==> config.mk <==
export PLATFORM = sky130hd
export DESIGN_NAME = rand_gap_arbiter
export DESIGN_NICKNAME = d
export VERILOG_FILES = /design/src/rtl/rand_gap_arbiter.sv
export SDC_FILE = /design/constraint.sdc
export NUM_CORES = 1
export LEC_CHECK = 0
export CORE_ASPECT_RATIO = 0.5
export CORE_MARGIN = 2
export CORE_UTILIZATION = 30
export CTS_BUF_LIST = sky130_fd_sc_hd__clkbuf_8
export CTS_CLUSTER_SIZE = 28
export DETAILED_ROUTE_END_ITERATION = 8
export PLACE_DENSITY = 0.6
export SKIP_CTS_REPAIR_TIMING = 1
export SYNTH_ARGS = -nofsm -noshare
export SYNTH_HDL_FRONTEND = slang
export SYNTH_SLANG_ARGS = --single-unit
==> constraint.sdc <==
create_clock -name clk_i -period 129.9 [get_ports clk_i]
set_input_delay 19.485 -clock clk_i [delete_from_list [all_inputs] [get_ports clk_i]]
set_output_delay 19.485 -clock clk_i [all_outputs]
set_load 0.03 [all_outputs]
==> src/rtl/rand_gap_arbiter.sv <==
// rand_gap_arbiter: N:1 valid/ready arbiter with a pseudo-random winner and a
// random idle gap of [cfg_min_i, cfg_max_i] cycles after every downstream transfer.
// Optional transfer/gap statistics counters are enabled by RAND_GAP_ARB_STATS_EN;
// without it stat_xfer_o and stat_gap_o are tied to zero.
module rand_gap_arbiter #(
    parameter int unsigned NumReq    = 4,
    parameter int unsigned DataWidth = 32,
    parameter logic [31:0] LfsrSeed  = 32'hACE1_2468,
    parameter int unsigned IdxWidth  = (NumReq > 1) ? $clog2(NumReq) : 1
) (
    input  logic                        clk_i,
    input  logic                        rst_i,
    input  logic [7:0]                  cfg_min_i,
    input  logic [7:0]                  cfg_max_i,
    input  logic [NumReq-1:0]           req_valid_i,
    output logic [NumReq-1:0]           req_ready_o,
    input  logic [NumReq*DataWidth-1:0] req_data_i,
    output logic                        out_valid_o,
    input  logic                        out_ready_i,
    output logic [DataWidth-1:0]        out_data_o,
    output logic [IdxWidth-1:0]         out_idx_o,
    output logic [31:0]                 stat_xfer_o,
    output logic [31:0]                 stat_gap_o
);

    localparam logic [31:0]       LFSR_MASK = 32'h8020_0003;
    localparam logic [31:0]       LFSR_INIT = (LfsrSeed == 32'd0) ? 32'd1 : LfsrSeed;
    localparam int unsigned       SUM_W     = IdxWidth + 1;
    localparam logic [SUM_W-1:0]  NUM_REQ_S = SUM_W'(NumReq);

    typedef enum logic [1:0] {
        ST_ARB  = 2'd0,
        ST_SEND = 2'd1,
        ST_WAIT = 2'd2
    } state_t;

    state_t                state;
    logic [7:0]            gap_cnt;
    logic [31:0]           lfsr;
    logic [31:0]           lfsr_next;
    logic [IdxWidth-1:0]   start_idx;
    logic [SUM_W-1:0]      cand_sum;
    logic [IdxWidth-1:0]   cand_idx;
    logic [IdxWidth-1:0]   win_idx;
    logic [DataWidth-1:0]  win_data;
    logic                  win_any;
    logic [7:0]            gap_span;
    logic [7:0]            gap_ofs;
    logic [7:0]            gap_draw;
    logic                  out_hs;

    assign out_hs = out_valid_o && out_ready_i;

    // Galois LFSR step (right shift, feedback from bit 0)
    always_comb begin
        lfsr_next = {1'b0, lfsr[31:1]} ^ (lfsr[0] ? LFSR_MASK : 32'd0);
    end

    // Random start index and gap length drawn from the current LFSR value
    always_comb begin
        start_idx = IdxWidth'(lfsr[31:16] % 16'(NumReq));
        gap_span  = (cfg_max_i > cfg_min_i) ? (cfg_max_i - cfg_min_i) : 8'd0;
        gap_ofs   = 8'(lfsr[15:0] % (16'(gap_span) + 16'd1));
        gap_draw  = cfg_min_i + gap_ofs;
    end

    // Rotating first-valid search from start_idx; grant is combinational in ARB
    always_comb begin
        win_any     = 1'b0;
        win_idx     = '0;
        win_data    = '0;
        cand_sum    = '0;
        cand_idx    = '0;
        req_ready_o = '0;
        // Walk from the farthest candidate back so the nearest valid one wins
        for (int i = int'(NumReq) - 1; i >= 0; i--) begin
            cand_sum = SUM_W'(start_idx) + SUM_W'(i);
            if (cand_sum >= NUM_REQ_S) begin
                cand_sum = cand_sum - NUM_REQ_S;
            end
            cand_idx = IdxWidth'(cand_sum);
            if (req_valid_i[cand_idx]) begin
                win_any  = 1'b1;
                win_idx  = cand_idx;
                win_data = req_data_i[cand_idx*DataWidth +: DataWidth];
            end
        end
        // No grant during reset so a requester never loses a beat to it
        if (state == ST_ARB && !rst_i && win_any) begin
            req_ready_o[win_idx] = 1'b1;
        end
    end

    // Arbitration FSM, gap counter, LFSR and registered downstream outputs
    always_ff @(posedge clk_i) begin
        if (rst_i) begin
            state       <= ST_ARB;
            gap_cnt     <= 8'd0;
            lfsr        <= LFSR_INIT;
            out_valid_o <= 1'b0;
            out_data_o  <= '0;
            out_idx_o   <= '0;
        end else begin
            lfsr <= lfsr_next;
            case (state)
                ST_ARB: begin
                    if (win_any) begin
                        out_data_o  <= win_data;
                        out_idx_o   <= win_idx;
                        out_valid_o <= 1'b1;
                        state       <= ST_SEND;
                    end
                end
                ST_SEND: begin
                    if (out_hs) begin
                        out_valid_o <= 1'b0;
                        if (gap_draw == 8'd0) begin
                            state <= ST_ARB;
                        end else begin
                            gap_cnt <= gap_draw - 8'd1;
                            state   <= ST_WAIT;
                        end
                    end
                end
                ST_WAIT: begin
                    if (gap_cnt == 8'd0) begin
                        state <= ST_ARB;
                    end else begin
                        gap_cnt <= gap_cnt - 8'd1;
                    end
                end
                default: begin
                    state       <= ST_ARB;
                    out_valid_o <= 1'b0;
                end
            endcase
        end
    end

`ifdef RAND_GAP_ARB_STATS_EN
    logic [31:0] xfer_q;
    logic [31:0] gapc_q;

    // Free-running statistics: downstream transfers and cycles spent idling
    always_ff @(posedge clk_i) begin
        if (rst_i) begin
            xfer_q <= 32'd0;
            gapc_q <= 32'd0;
        end else begin
            if (out_hs) begin
                xfer_q <= xfer_q + 32'd1;
            end
            if (state == ST_WAIT) begin
                gapc_q <= gapc_q + 32'd1;
            end
        end
    end

    assign stat_xfer_o = xfer_q;
    assign stat_gap_o  = gapc_q;
`else
    assign stat_xfer_o = 32'd0;
    assign stat_gap_o  = 32'd0;
`endif

endmodule

==> flow_summary.html, run 1 <==
<table>
<tr><th>Metric</th><th>Value</th></tr>
<tr><th colspan="2">Placed design</th></tr>
<tr><td>Instance area at placement</td><td>15800 sq um</td></tr>
<tr><td>Detailed Place HPWL</td><td>31400 um</td></tr>
<tr><td>Dpl cells</td><td>2458</td></tr>
<tr><td>Number of port buffers</td><td>189</td></tr>
<tr><td>Routability-driven placement congestion ratio</td><td>0.904</td></tr>
<tr><th colspan="2">Timing</th></tr>
<tr><td>Max_slew headroom</td><td>32.5%</td></tr>
<tr><td>Final Max Tran Viols</td><td>0</td></tr>
<tr><td>Measured slew at the worst slew-check pin</td><td>1.01 ns</td></tr>
<tr><td>Maximum operating frequency</td><td>17.0 MHz</td></tr>
<tr><td>Final setup skew</td><td>0.0135 ns</td></tr>
<tr><td>Portion of the clock cycle consumed by the worst path in the final layout</td><td>45.3%</td></tr>
<tr><td>Setup violations, final</td><td>0</td></tr>
<tr><td>Final Hold Viols</td><td>0</td></tr>
<tr><td>Clock period minus worst slack</td><td>58.90 ns</td></tr>
<tr><td>Sum Neg Setup Slack</td><td>0 ns</td></tr>
<tr><td>RSZ-0062 raised after global routing</td><td>no</td></tr>
<tr><th colspan="2">Yosys</th></tr>
<tr><td>Dominant register cell in the synthesized netlist</td><td>sky130_fd_sc_hd__dfxtp_1</td></tr>
<tr><td>Share of Yosys cell area claimed by the top area cell type</td><td>11.9%</td></tr>
<tr><td>Top area cells in the synthesized netlist</td><td>sky130_fd_sc_hd__ha_1 (12%), sky130_fd_sc_hd__dfxtp_1 (11%), sky130_fd_sc_hd__mux4_2 (9.9%)</td></tr>
<tr><td>Number of unique standard cell types used by synthesis</td><td>102</td></tr>
<tr><td>Portion of the post-synthesis area used by sequential elements</td><td>11.3%</td></tr>
<tr><td>Post-Synthesis Cells</td><td>1746</td></tr>
<tr><td>Average cell area after synthesis</td><td>7.80 sq um</td></tr>
<tr><td>Count of state elements after synthesis</td><td>77</td></tr>
<tr><td>Most common cell in the synthesized netlist</td><td>sky130_fd_sc_hd__nor2_1</td></tr>
<tr><td>Largest area contributor in the netlist</td><td>sky130_fd_sc_hd__ha_1</td></tr>
<tr><td>Number of flops mapped to enable cells by yosys</td><td>0</td></tr>
<tr><td>Share of synthesized flip-flops with an asynchronous set or reset</td><td>0%</td></tr>
<tr><td>Post-synthesis instance area</td><td>13600 sq um</td></tr>
<tr><td>Synthesis Warnings</td><td>0</td></tr>
<tr><td>Top cell types by occurrence after synthesis</td><td>sky130_fd_sc_hd__nor2_1 (244), sky130_fd_sc_hd__ha_1 (129), sky130_fd_sc_hd__a21oi_1 (117)</td></tr>
<tr><th colspan="2">CTS</th></tr>
<tr><td>Clock sink count</td><td>77</td></tr>
<tr><td>Clk Tree Root Cell</td><td>sky130_fd_sc_hd__clkbuf_8</td></tr>
<tr><td>Clock Pin Slew Worst Setup and Hold Paths</td><td>0.09 ns</td></tr>
<tr><td>Clock network latency to the later pin of the worst-skew pair</td><td>0.38 ns</td></tr>
<tr><td>Max Buffers Root-to-Sink</td><td>2</td></tr>
<tr><td>Number of buffers created by CTS</td><td>9</td></tr>
<tr><td>H-Tree Depth</td><td>3</td></tr>
<tr><td>TritonCTS clock tree</td><td>yes</td></tr>
<tr><th colspan="2">Job</th></tr>
<tr><td>Number of max-capacitance violations reported</td><td>0</td></tr>
<tr><th colspan="2">Hold path</th></tr>
<tr><td>Cells on Worst Hold Path</td><td>1</td></tr>
<tr><td>Worst min path class</td><td>flop to flop</td></tr>
<tr><td>Critical hold path startpoint</td><td>lfsr[27]$_SDFF_PP1_</td></tr>
<tr><td>Hold Path End</td><td>lfsr[26]$_SDFF_PP1_</td></tr>
<tr><th colspan="2">Global routing</th></tr>
<tr><td>Wire length of the first global-routing pass</td><td>65700 um</td></tr>
<tr><td>Total gr overflow</td><td>0</td></tr>
<tr><td>GRT Overall Usage</td><td>16.8%</td></tr>
<tr><td>Initial antenna violation count</td><td>0</td></tr>
<tr><td>Number of global-route vias before repair</td><td>12600</td></tr>
<tr><td>Maximum number of pins on one net before global-route repair</td><td>69</td></tr>
<tr><th colspan="2">Cells and area</th></tr>
<tr><td>Ant. Diodes</td><td>0</td></tr>
<tr><td>Combined flip-flop and latch cell area</td><td>1550 sq um</td></tr>
<tr><td>Multi-input logic area</td><td>11300 sq um</td></tr>
<tr><td>Fraction of layout cells with a size suffix above 1</td><td>11.3%</td></tr>
<tr><td>Final Instance Area</td><td>16000 sq um</td></tr>
<tr><td>Synth-to-Final Area Change</td><td>17.7%</td></tr>
<tr><td>Utilization after layout</td><td>35.6%</td></tr>
<tr><td>Number of nets in the finished design</td><td>2154</td></tr>
<tr><td>Post-route non-filler standard cell count</td><td>2474</td></tr>
<tr><td>Number of fill cells in the layout</td><td>4747</td></tr>
<tr><th colspan="2">Detailed routing</th></tr>
<tr><td>Drt first pass iters</td><td>5</td></tr>
<tr><td>Count of vias placed by the detailed router</td><td>13300</td></tr>
<tr><td>Sum of routed wire length over all layers</td><td>40700 um</td></tr>
<tr><td>Number of remaining DRC errors</td><td>0</td></tr>
<tr><td>Count of antenna-violating nets left after detailed routing</td><td>0</td></tr>
<tr><td>Routed via count divided by cell count</td><td>5.36</td></tr>
<tr><td>WL per Instance</td><td>16.4 um</td></tr>
<tr><td>Iteration-0 DRC count of the detailed router</td><td>697</td></tr>
<tr><th colspan="2">Setup path</th></tr>
<tr><td>Highest fanout seen on the critical path</td><td>18</td></tr>
<tr><td>Data required time at the worst endpoint</td><td>130.17 ns</td></tr>
<tr><td>Type of the worst setup path</td><td>input pin to flop</td></tr>
<tr><td>Critical path capture point type</td><td>flop</td></tr>
<tr><td>Worst reg2reg setup slack</td><td>93.63 ns</td></tr>
<tr><td>RR Endpoint</td><td>gap_cnt[6]$_SDFFE_PP0P_</td></tr>
<tr><td>Crit-path most repeated cell</td><td>sky130_fd_sc_hd__o21a_1</td></tr>
<tr><td>Slowest cell on the critical path</td><td>sky130_fd_sc_hd__a2111oi_0</td></tr>
<tr><td>R2R depth</td><td>162</td></tr>
<tr><td>CP peak stage delay</td><td>0.66 ns</td></tr>
<tr><td>Worst r2r src</td><td>lfsr[15]$_SDFF_PP0_</td></tr>
<tr><td>Arrival time reported for the critical path endpoint</td><td>59.17 ns</td></tr>
<tr><td>Crit path launch type</td><td>input pin</td></tr>
<tr><th colspan="2">Floorplan</th></tr>
<tr><td>Effective utilization at floorplan</td><td>30.3%</td></tr>
<tr><td>Total Die Area</td><td>47200 sq um</td></tr>
<tr><td>Top Ports</td><td>254</td></tr>
<tr><td>Area of the core</td><td>45000 sq um</td></tr>
<tr><td>Number of standard-cell rows in the floorplan</td><td>55</td></tr>
<tr><td>Width of the die</td><td>305 um</td></tr>
<tr><td>Die Ht</td><td>155 um</td></tr>
<tr><th colspan="2">Run status</th></tr>
<tr><td>Run status</td><td>complete, no violations</td></tr>
</table>
-- placed cells by master, fill, tap and decap left out, types with 6 or more instances in the layout --
cell type,synthesis,final
sky130_fd_sc_hd__nor2_1,244,244
sky130_fd_sc_hd__clkdlybuf4s50_1,0,188
sky130_fd_sc_hd__ha_1,129,129
sky130_fd_sc_hd__a21oi_1,117,115
sky130_fd_sc_hd__nand2_1,105,105
sky130_fd_sc_hd__nor3_1,84,83
sky130_fd_sc_hd__dfxtp_1,77,75
sky130_fd_sc_hd__o21ai_0,68,65
sky130_fd_sc_hd__o21a_1,64,64
sky130_fd_sc_hd__conb_1,1,64
sky130_fd_sc_hd__a211oi_1,60,60
sky130_fd_sc_hd__mux4_2,60,60
sky130_fd_sc_hd__mux2_2,53,53
sky130_fd_sc_hd__mux2i_1,50,50
sky130_fd_sc_hd__inv_1,44,44
sky130_fd_sc_hd__xnor2_1,41,41
sky130_fd_sc_hd__a21o_1,32,32
sky130_fd_sc_hd__nor2b_1,26,26
sky130_fd_sc_hd__nand3_1,23,23
sky130_fd_sc_hd__a22oi_1,23,23
sky130_fd_sc_hd__buf_4,64,23
sky130_fd_sc_hd__or2_2,20,20
sky130_fd_sc_hd__nand2b_1,19,19
sky130_fd_sc_hd__xor2_1,19,19
sky130_fd_sc_hd__o31ai_1,15,15
sky130_fd_sc_hd__nand4_1,14,14
sky130_fd_sc_hd__o22ai_1,14,14
sky130_fd_sc_hd__or3_1,13,12
sky130_fd_sc_hd__and2_1,9,9
sky130_fd_sc_hd__o21bai_1,9,9
sky130_fd_sc_hd__clkbuf_8,0,9
sky130_fd_sc_hd__o211ai_1,8,8
sky130_fd_sc_hd__a211o_1,8,8
sky130_fd_sc_hd__a31oi_1,8,8
sky130_fd_sc_hd__nor4_1,7,7
sky130_fd_sc_hd__and3_1,6,6
-- logic make-up (layout without fill, tap and decap cells) --
family	Yosys count	in the layout	share of synthesized area, %
muxes	166	166	18.4
buffers and inverters	207	274	7.55
other	1	64	0.0275
xor gates and xnor gates	60	60	3.86
AOI/OAI and AO/OA	509	509	26.0
and+or+nand+nor	593	593	20.5
adders and majority gates	133	133	12.4
DFF	77	77	11.3
-- critical path: cells and delay by family --
kind	cells	cell delay (ns)
AO/OA/AOI/OAI	96	20.88
AND/OR/NAND/NOR	45	8.37
adder cells (fa/ha/maj)	20	6.42
buffers and inverters	7	1.97
multiplexers	6	1.90
XOR/XNOR	1	0.10
-- area by class of cell --
type	instances	share of cell area, %
clock inverters	7	0.359
multi-input cells	1525	70.6
flip-flops and latches	77	9.67
inverters	46	1.08
repair buffers	212	12.9
clock buffers	9	0.773
well taps	598	4.67
-- state kept, by name (all words and copies together) (netlist names) --
register     flops
gap_cnt          8
lfsr            32
out_idx_o        2
out_data_o      32
state            2
out_valid_o      1
-- layer usage --
metal | GRT usage, % | wire length [um] | up-vias
met5 | 0 | 0 | -
met4 | 4.79 | 1040 | 0
met3 | 2.18 | 1640 | 64
met2 | 29.3 | 19700 | 277
met1 | 21.8 | 18400 | 6249
li1 | - | - | 6676
-- worst max path at each step --
stage                            start                      end  slack, ns  cells past startpoint
after floorplan           cfg_max_i[0]  gap_cnt[5]$_SDFFE_PP0P_      74.60                    190
after detailed placement  cfg_min_i[0]  gap_cnt[6]$_SDFFE_PP0P_      71.01                    173
after CTS                 cfg_min_i[0]  gap_cnt[6]$_SDFFE_PP0P_      71.22                    173
after global routing      cfg_min_i[0]  gap_cnt[5]$_SDFFE_PP0P_      67.29                    176
after global placement    cfg_min_i[0]  gap_cnt[6]$_SDFFE_PP0P_      71.76                    173
final                     cfg_min_i[0]  gap_cnt[6]$_SDFFE_PP0P_      71.00                    175
-- through the flow --
| stage | hold slack [ns] | setup WS (ns) |
|---|---|---|
| 2_1_floorplan | 0.389 | 74.60 |
| 3_3_place_gp | 0.395 | 71.76 |
| 3_5_place_dp | 0.396 | 71.01 |
| 4_1_cts | 0.417 | 71.22 |
| 5_1_grt | 0.440 | 67.29 |
| 6_report | 0.413 | 71.00 |
Power of run 1 is left out: the tool's default activity adds up to more than one toggle a clock period on the data nets, which glitch-free logic cannot reach.
==> run 2, diff against run 1 <==
PLACE_DENSITY = 0.62   (was 0.6)
clock period = 51.8 ns   (was 129.9 ns; I/O delays follow)
==> flow_summary.html, run 2 (same netlist as run 1, synthesis figures left out) <==
<table>
<tr><th>Metric</th><th>Value</th></tr>
<tr><th colspan="2">Setup path</th></tr>
<tr><td>Arrival time reported for the critical path endpoint</td><td>47.28 ns</td></tr>
<tr><td>Crit-path most repeated cell</td><td>sky130_fd_sc_hd__o21a_1</td></tr>
<tr><td>Number of buffer and inverter instances along the worst setup path</td><td>8</td></tr>
<tr><td>Slowest cell on the critical path</td><td>sky130_fd_sc_hd__o31ai_1</td></tr>
<tr><td>Data required time at the worst endpoint</td><td>52.08 ns</td></tr>
<tr><td>Crit path launch type</td><td>input pin</td></tr>
<tr><td>CP peak stage delay</td><td>0.53 ns</td></tr>
<tr><td>Cell family contributing the most delay on the critical path</td><td>compound AO/OA/AOI/OAI gates</td></tr>
<tr><td>Highest fanout seen on the critical path</td><td>18</td></tr>
<tr><td>Critical path capture point type</td><td>flop</td></tr>
<tr><td>Type of the worst setup path</td><td>input pin to flop</td></tr>
<tr><th colspan="2">Timing</th></tr>
<tr><td>Final setup skew</td><td>0.0233 ns</td></tr>
<tr><td>Measured slew at the worst slew-check pin</td><td>0.900 ns</td></tr>
<tr><td>Clock period minus worst slack</td><td>47.00 ns</td></tr>
<tr><td>Max_slew headroom</td><td>39.3%</td></tr>
<tr><td>RSZ-0062 raised after global routing</td><td>no</td></tr>
<tr><td>Final Hold Viols</td><td>0</td></tr>
<tr><td>Sum Neg Setup Slack</td><td>0 ns</td></tr>
<tr><td>Final Max Tran Viols</td><td>0</td></tr>
<tr><td>Portion of the clock cycle consumed by the worst path in the final layout</td><td>90.7%</td></tr>
<tr><td>Maximum operating frequency</td><td>21.3 MHz</td></tr>
<tr><td>Setup violations, final</td><td>0</td></tr>
<tr><th colspan="2">Hold path</th></tr>
<tr><td>Worst min path class</td><td>flop to flop</td></tr>
<tr><th colspan="2">Detailed routing</th></tr>
<tr><td>Count of vias placed by the detailed router</td><td>13400</td></tr>
<tr><td>Drt first pass iters</td><td>5</td></tr>
<tr><td>WL per Instance</td><td>16.5 um</td></tr>
<tr><td>Sum of routed wire length over all layers</td><td>40900 um</td></tr>
<tr><td>Iteration-0 DRC count of the detailed router</td><td>738</td></tr>
<tr><td>Number of remaining DRC errors</td><td>0</td></tr>
<tr><td>Count of antenna-violating nets left after detailed routing</td><td>0</td></tr>
<tr><td>Routed via count divided by cell count</td><td>5.40</td></tr>
<tr><th colspan="2">CTS</th></tr>
<tr><td>Clock network latency to the later pin of the worst-skew pair</td><td>0.38 ns</td></tr>
<tr><td>Clk Tree Root Cell</td><td>sky130_fd_sc_hd__clkbuf_8</td></tr>
<tr><td>Clock sink count</td><td>77</td></tr>
<tr><td>Clock Pin Slew Worst Setup and Hold Paths</td><td>0.08 ns</td></tr>
<tr><td>TritonCTS clock tree</td><td>yes</td></tr>
<tr><td>H-Tree Depth</td><td>3</td></tr>
<tr><td>Max Buffers Root-to-Sink</td><td>2</td></tr>
<tr><td>Number of buffers created by CTS</td><td>9</td></tr>
<tr><th colspan="2">Floorplan</th></tr>
<tr><td>Number of standard-cell rows in the floorplan</td><td>55</td></tr>
<tr><td>Die Ht</td><td>155 um</td></tr>
<tr><td>Width of the die</td><td>305 um</td></tr>
<tr><td>Area of the core</td><td>45000 sq um</td></tr>
<tr><td>Effective utilization at floorplan</td><td>30.3%</td></tr>
<tr><td>Top Ports</td><td>254</td></tr>
<tr><td>Total Die Area</td><td>47200 sq um</td></tr>
<tr><th colspan="2">Placed design</th></tr>
<tr><td>Routability-driven placement congestion ratio</td><td>0.913</td></tr>
<tr><td>Number of port buffers</td><td>189</td></tr>
<tr><td>Detailed Place HPWL</td><td>31500 um</td></tr>
<tr><th colspan="2">Cells and area</th></tr>
<tr><td>Largest regs</td><td>lfsr (32), out_data_o (32), gap_cnt (8)</td></tr>
<tr><td>Fraction of layout cells with a size suffix above 1</td><td>11.2%</td></tr>
<tr><td>Most frequent cells in the layout</td><td>sky130_fd_sc_hd__nor2_1 (244), sky130_fd_sc_hd__clkdlybuf4s50_1 (188), sky130_fd_sc_hd__ha_1 (129)</td></tr>
<tr><td>Synth-to-Final Area Change</td><td>17.9%</td></tr>
<tr><td>Most common library cell in the layout ignoring fill and taps</td><td>sky130_fd_sc_hd__nor2_1</td></tr>
<tr><td>Number of nets in the finished design</td><td>2152</td></tr>
<tr><th colspan="2">Job</th></tr>
<tr><td>Number of max-capacitance violations reported</td><td>0</td></tr>
<tr><th colspan="2">Global routing</th></tr>
<tr><td>Total gr overflow</td><td>0</td></tr>
<tr><td>Number of global-route vias before repair</td><td>12500</td></tr>
<tr><td>Wire length of the first global-routing pass</td><td>65700 um</td></tr>
<tr><td>GRT Overall Usage</td><td>16.8%</td></tr>
<tr><td>Initial antenna violation count</td><td>1</td></tr>
<tr><td>Maximum number of pins on one net before global-route repair</td><td>68</td></tr>
<tr><th colspan="2">Run status</th></tr>
<tr><td>Run status</td><td>complete, no violations</td></tr>
</table>
-- run 2: cell count changes in the layout (fill, tap and decap cells not counted), sizes merged --
cell,before,now
buf,24,22
bufinv,0,2
clkbuf,9,10
clkinvlp,2,1
diode,0,1
inv,48,46
-- run 2: final timing paths --
kind                             from                       to  slack, ns  depth (start not counted)
setup reg to reg  lfsr[15]$_SDFF_PP0_  gap_cnt[1]$_SDFFE_PP0P_      15.56                        164
hold reg to reg   lfsr[27]$_SDFF_PP1_      lfsr[26]$_SDFF_PP1_       0.41                          1
setup / recovery         cfg_min_i[0]  gap_cnt[1]$_SDFFE_PP0P_       4.80                        178
hold / removal    lfsr[27]$_SDFF_PP1_      lfsr[26]$_SDFF_PP1_       0.41                          1
-- run 2: metal layers --
| metal | part of all wire, % | GRT usage [%] | routed length (um) | vias to the layer above |
|---|---|---|---|---|
| li1 | - | - | - | 6668 |
| met1 | 45 | 21.5 | 18500 | 6321 |
| met2 | 48 | 29.8 | 19700 | 303 |
| met3 | 4.0 | 1.69 | 1620 | 62 |
| met4 | 2.6 | 5.02 | 1060 | 0 |
| met5 | 0 | 0 | 0 | - |
-- run 2: layout make-up --
type / count / area (sq um)
timing repair buffer: 210 / 2040
inverter: 46 / 173
antenna: 1 / 2.50
fill: 4735 / 28900
sequential: 77 / 1550
clock buffer: 10 / 138
multi-input combinational: 1525 / 11300
tap: 598 / 748
clock inverter: 6 / 93.8
-- run 2: through the flow --
stage               setup WS, ns  utilization, %  std cells  hold slack, ns  cell area [sq um]
floorplan                   8.22               -       1809           0.389              13900
global placement            5.77            35.2       2456           0.392              15800
detailed placement          4.94            35.2       2456           0.395              15800
CTS                         5.19            35.7       2472           0.416              16100
global route                1.73            35.7       2473           0.438              16100
finish                      4.80            35.7       2473           0.414              16100
Power of run 2 is left out for the same reason.
==> run 3, diff against run 2 <==
CORE_MARGIN = not set   (was 2)
CTS_CLUSTER_SIZE = not set   (was 28)
==> flow_summary.html, run 3 (same netlist as run 1, synthesis figures left out) <==
<table>
<tr><th>Metric</th><th>Value</th></tr>
<tr><th colspan="2">Run status</th></tr>
<tr><td>Run status</td><td>complete, no violations</td></tr>
<tr><th colspan="2">Placed design</th></tr>
<tr><td>Routability-driven placement congestion ratio</td><td>0.899</td></tr>
<tr><td>Number of port buffers</td><td>189</td></tr>
<tr><td>Detailed Place HPWL</td><td>31300 um</td></tr>
<tr><th colspan="2">Floorplan</th></tr>
<tr><td>Area of the core</td><td>44200 sq um</td></tr>
<tr><td>Effective utilization at floorplan</td><td>30.8%</td></tr>
<tr><td>Die Ht</td><td>153 um</td></tr>
<tr><td>Total Die Area</td><td>46300 sq um</td></tr>
<tr><td>Number of standard-cell rows in the floorplan</td><td>54</td></tr>
<tr><td>Width of the die</td><td>303 um</td></tr>
<tr><td>Top Ports</td><td>254</td></tr>
<tr><th colspan="2">Global routing</th></tr>
<tr><td>Number of global-route vias before repair</td><td>12200</td></tr>
<tr><td>Maximum number of pins on one net before global-route repair</td><td>78</td></tr>
<tr><td>Wire length of the first global-routing pass</td><td>64100 um</td></tr>
<tr><td>GRT Overall Usage</td><td>16.8%</td></tr>
<tr><td>Initial antenna violation count</td><td>1</td></tr>
<tr><td>Total gr overflow</td><td>0</td></tr>
<tr><th colspan="2">Cells and area</th></tr>
<tr><td>Number of fill cells in the layout</td><td>4627</td></tr>
<tr><td>Number of nets in the finished design</td><td>2152</td></tr>
<tr><td>Most common library cell in the layout ignoring fill and taps</td><td>sky130_fd_sc_hd__nor2_1</td></tr>
<tr><td>Combined flip-flop and latch cell area</td><td>1550 sq um</td></tr>
<tr><td>Largest regs</td><td>lfsr (32), out_data_o (32), gap_cnt (8)</td></tr>
<tr><td>Synth-to-Final Area Change</td><td>18.1%</td></tr>
<tr><td>Multi-input logic area</td><td>11300 sq um</td></tr>
<tr><td>Fraction of layout cells with a size suffix above 1</td><td>11.2%</td></tr>
<tr><td>Most frequent cells in the layout</td><td>sky130_fd_sc_hd__nor2_1 (244), sky130_fd_sc_hd__clkdlybuf4s50_1 (188), sky130_fd_sc_hd__ha_1 (129)</td></tr>
<tr><th colspan="2">Setup path</th></tr>
<tr><td>Critical path capture point type</td><td>flop</td></tr>
<tr><td>CP peak stage delay</td><td>0.51 ns</td></tr>
<tr><td>Slowest cell on the critical path</td><td>sky130_fd_sc_hd__inv_1</td></tr>
<tr><td>Crit-path most repeated cell</td><td>sky130_fd_sc_hd__o21a_1</td></tr>
<tr><td>Cell family contributing the most delay on the critical path</td><td>compound AO/OA/AOI/OAI gates</td></tr>
<tr><td>Type of the worst setup path</td><td>input pin to flop</td></tr>
<tr><td>Number of buffer and inverter instances along the worst setup path</td><td>8</td></tr>
<tr><td>Arrival time reported for the critical path endpoint</td><td>46.95 ns</td></tr>
<tr><td>Crit path launch type</td><td>input pin</td></tr>
<tr><td>Data required time at the worst endpoint</td><td>52.06 ns</td></tr>
<tr><td>Highest fanout seen on the critical path</td><td>18</td></tr>
<tr><th colspan="2">Detailed routing</th></tr>
<tr><td>Count of vias placed by the detailed router</td><td>13300</td></tr>
<tr><td>WL per Instance</td><td>16.3 um</td></tr>
<tr><td>Iteration-0 DRC count of the detailed router</td><td>926</td></tr>
<tr><td>Number of remaining DRC errors</td><td>0</td></tr>
<tr><td>Drt first pass iters</td><td>5</td></tr>
<tr><td>Routed via count divided by cell count</td><td>5.39</td></tr>
<tr><td>Sum of routed wire length over all layers</td><td>40200 um</td></tr>
<tr><td>Count of antenna-violating nets left after detailed routing</td><td>0</td></tr>
<tr><th colspan="2">Timing</th></tr>
<tr><td>Final Hold Viols</td><td>0</td></tr>
<tr><td>Sum Neg Setup Slack</td><td>0 ns</td></tr>
<tr><td>Setup violations, final</td><td>0</td></tr>
<tr><td>Portion of the clock cycle consumed by the worst path in the final layout</td><td>90.1%</td></tr>
<tr><td>Measured slew at the worst slew-check pin</td><td>0.965 ns</td></tr>
<tr><td>Max_slew headroom</td><td>35.6%</td></tr>
<tr><td>Maximum operating frequency</td><td>21.4 MHz</td></tr>
<tr><td>RSZ-0062 raised after global routing</td><td>no</td></tr>
<tr><td>Final setup skew</td><td>0.0265 ns</td></tr>
<tr><td>Final Max Tran Viols</td><td>0</td></tr>
<tr><td>Clock period minus worst slack</td><td>46.69 ns</td></tr>
<tr><th colspan="2">CTS</th></tr>
<tr><td>H-Tree Depth</td><td>3</td></tr>
<tr><td>Clock sink count</td><td>77</td></tr>
<tr><td>Clk Tree Root Cell</td><td>sky130_fd_sc_hd__clkbuf_8</td></tr>
<tr><td>Clock Pin Slew Worst Setup and Hold Paths</td><td>0.08 ns</td></tr>
<tr><td>Max Buffers Root-to-Sink</td><td>2</td></tr>
<tr><td>Clock network latency to the later pin of the worst-skew pair</td><td>0.38 ns</td></tr>
<tr><td>Number of buffers created by CTS</td><td>9</td></tr>
<tr><td>TritonCTS clock tree</td><td>yes</td></tr>
<tr><th colspan="2">Job</th></tr>
<tr><td>Number of max-capacitance violations reported</td><td>0</td></tr>
<tr><th colspan="2">Hold path</th></tr>
<tr><td>Worst min path class</td><td>flop to flop</td></tr>
</table>
## run 3: layout make-up
| class | instances | area share [%] |
|---|---|---|
| timing repair buffer | 210 | 12.7 |
| clock inverter | 7 | 0.902 |
| sequential | 77 | 9.63 |
| tap | 588 | 4.57 |
| clock buffer | 9 | 0.770 |
| inverter | 46 | 1.07 |
| multi-input combinational | 1525 | 70.3 |
| antenna | 1 | 0.0156 |
## run 3: layer usage
layer,global-route usage (%),share of wire [%]
met1,21.9,45
met4,3.90,2.0
met5,0,0
met2,29.8,49
met3,1.38,3.8
## run 3: final timing paths
path,start,endpoint,slack [ns],cells past startpoint
worst max-delay path,cfg_min_i[0],gap_cnt[6]$_SDFFE_PP0P_,5.11,178
worst min-delay path,lfsr[24]$_SDFF_PP0_,lfsr[23]$_SDFF_PP1_,0.41,1
worst max register to register,lfsr[15]$_SDFF_PP0_,gap_cnt[6]$_SDFFE_PP0P_,15.86,164
worst min register to register,lfsr[24]$_SDFF_PP0_,lfsr[23]$_SDFF_PP1_,0.41,1
## run 3: per-stage QoR
stage / instances / area (sq um) / hold WS (ns) / utilization (%) / setup WS, ns
4_1_cts: 2462 / 16100 / 0.416 / 36.4 / 5.37
3_3_place_gp: 2446 / 15800 / 0.391 / 35.8 / 5.82
6_report: 2463 / 16100 / 0.414 / 36.4 / 5.11
2_1_floorplan: 1809 / 13900 / 0.389 / - / 8.22
3_5_place_dp: 2446 / 15800 / 0.393 / 35.8 / 5.14
5_1_grt: 2463 / 16100 / 0.425 / 36.4 / 1.33
Power of run 3 is left out for the same reason.
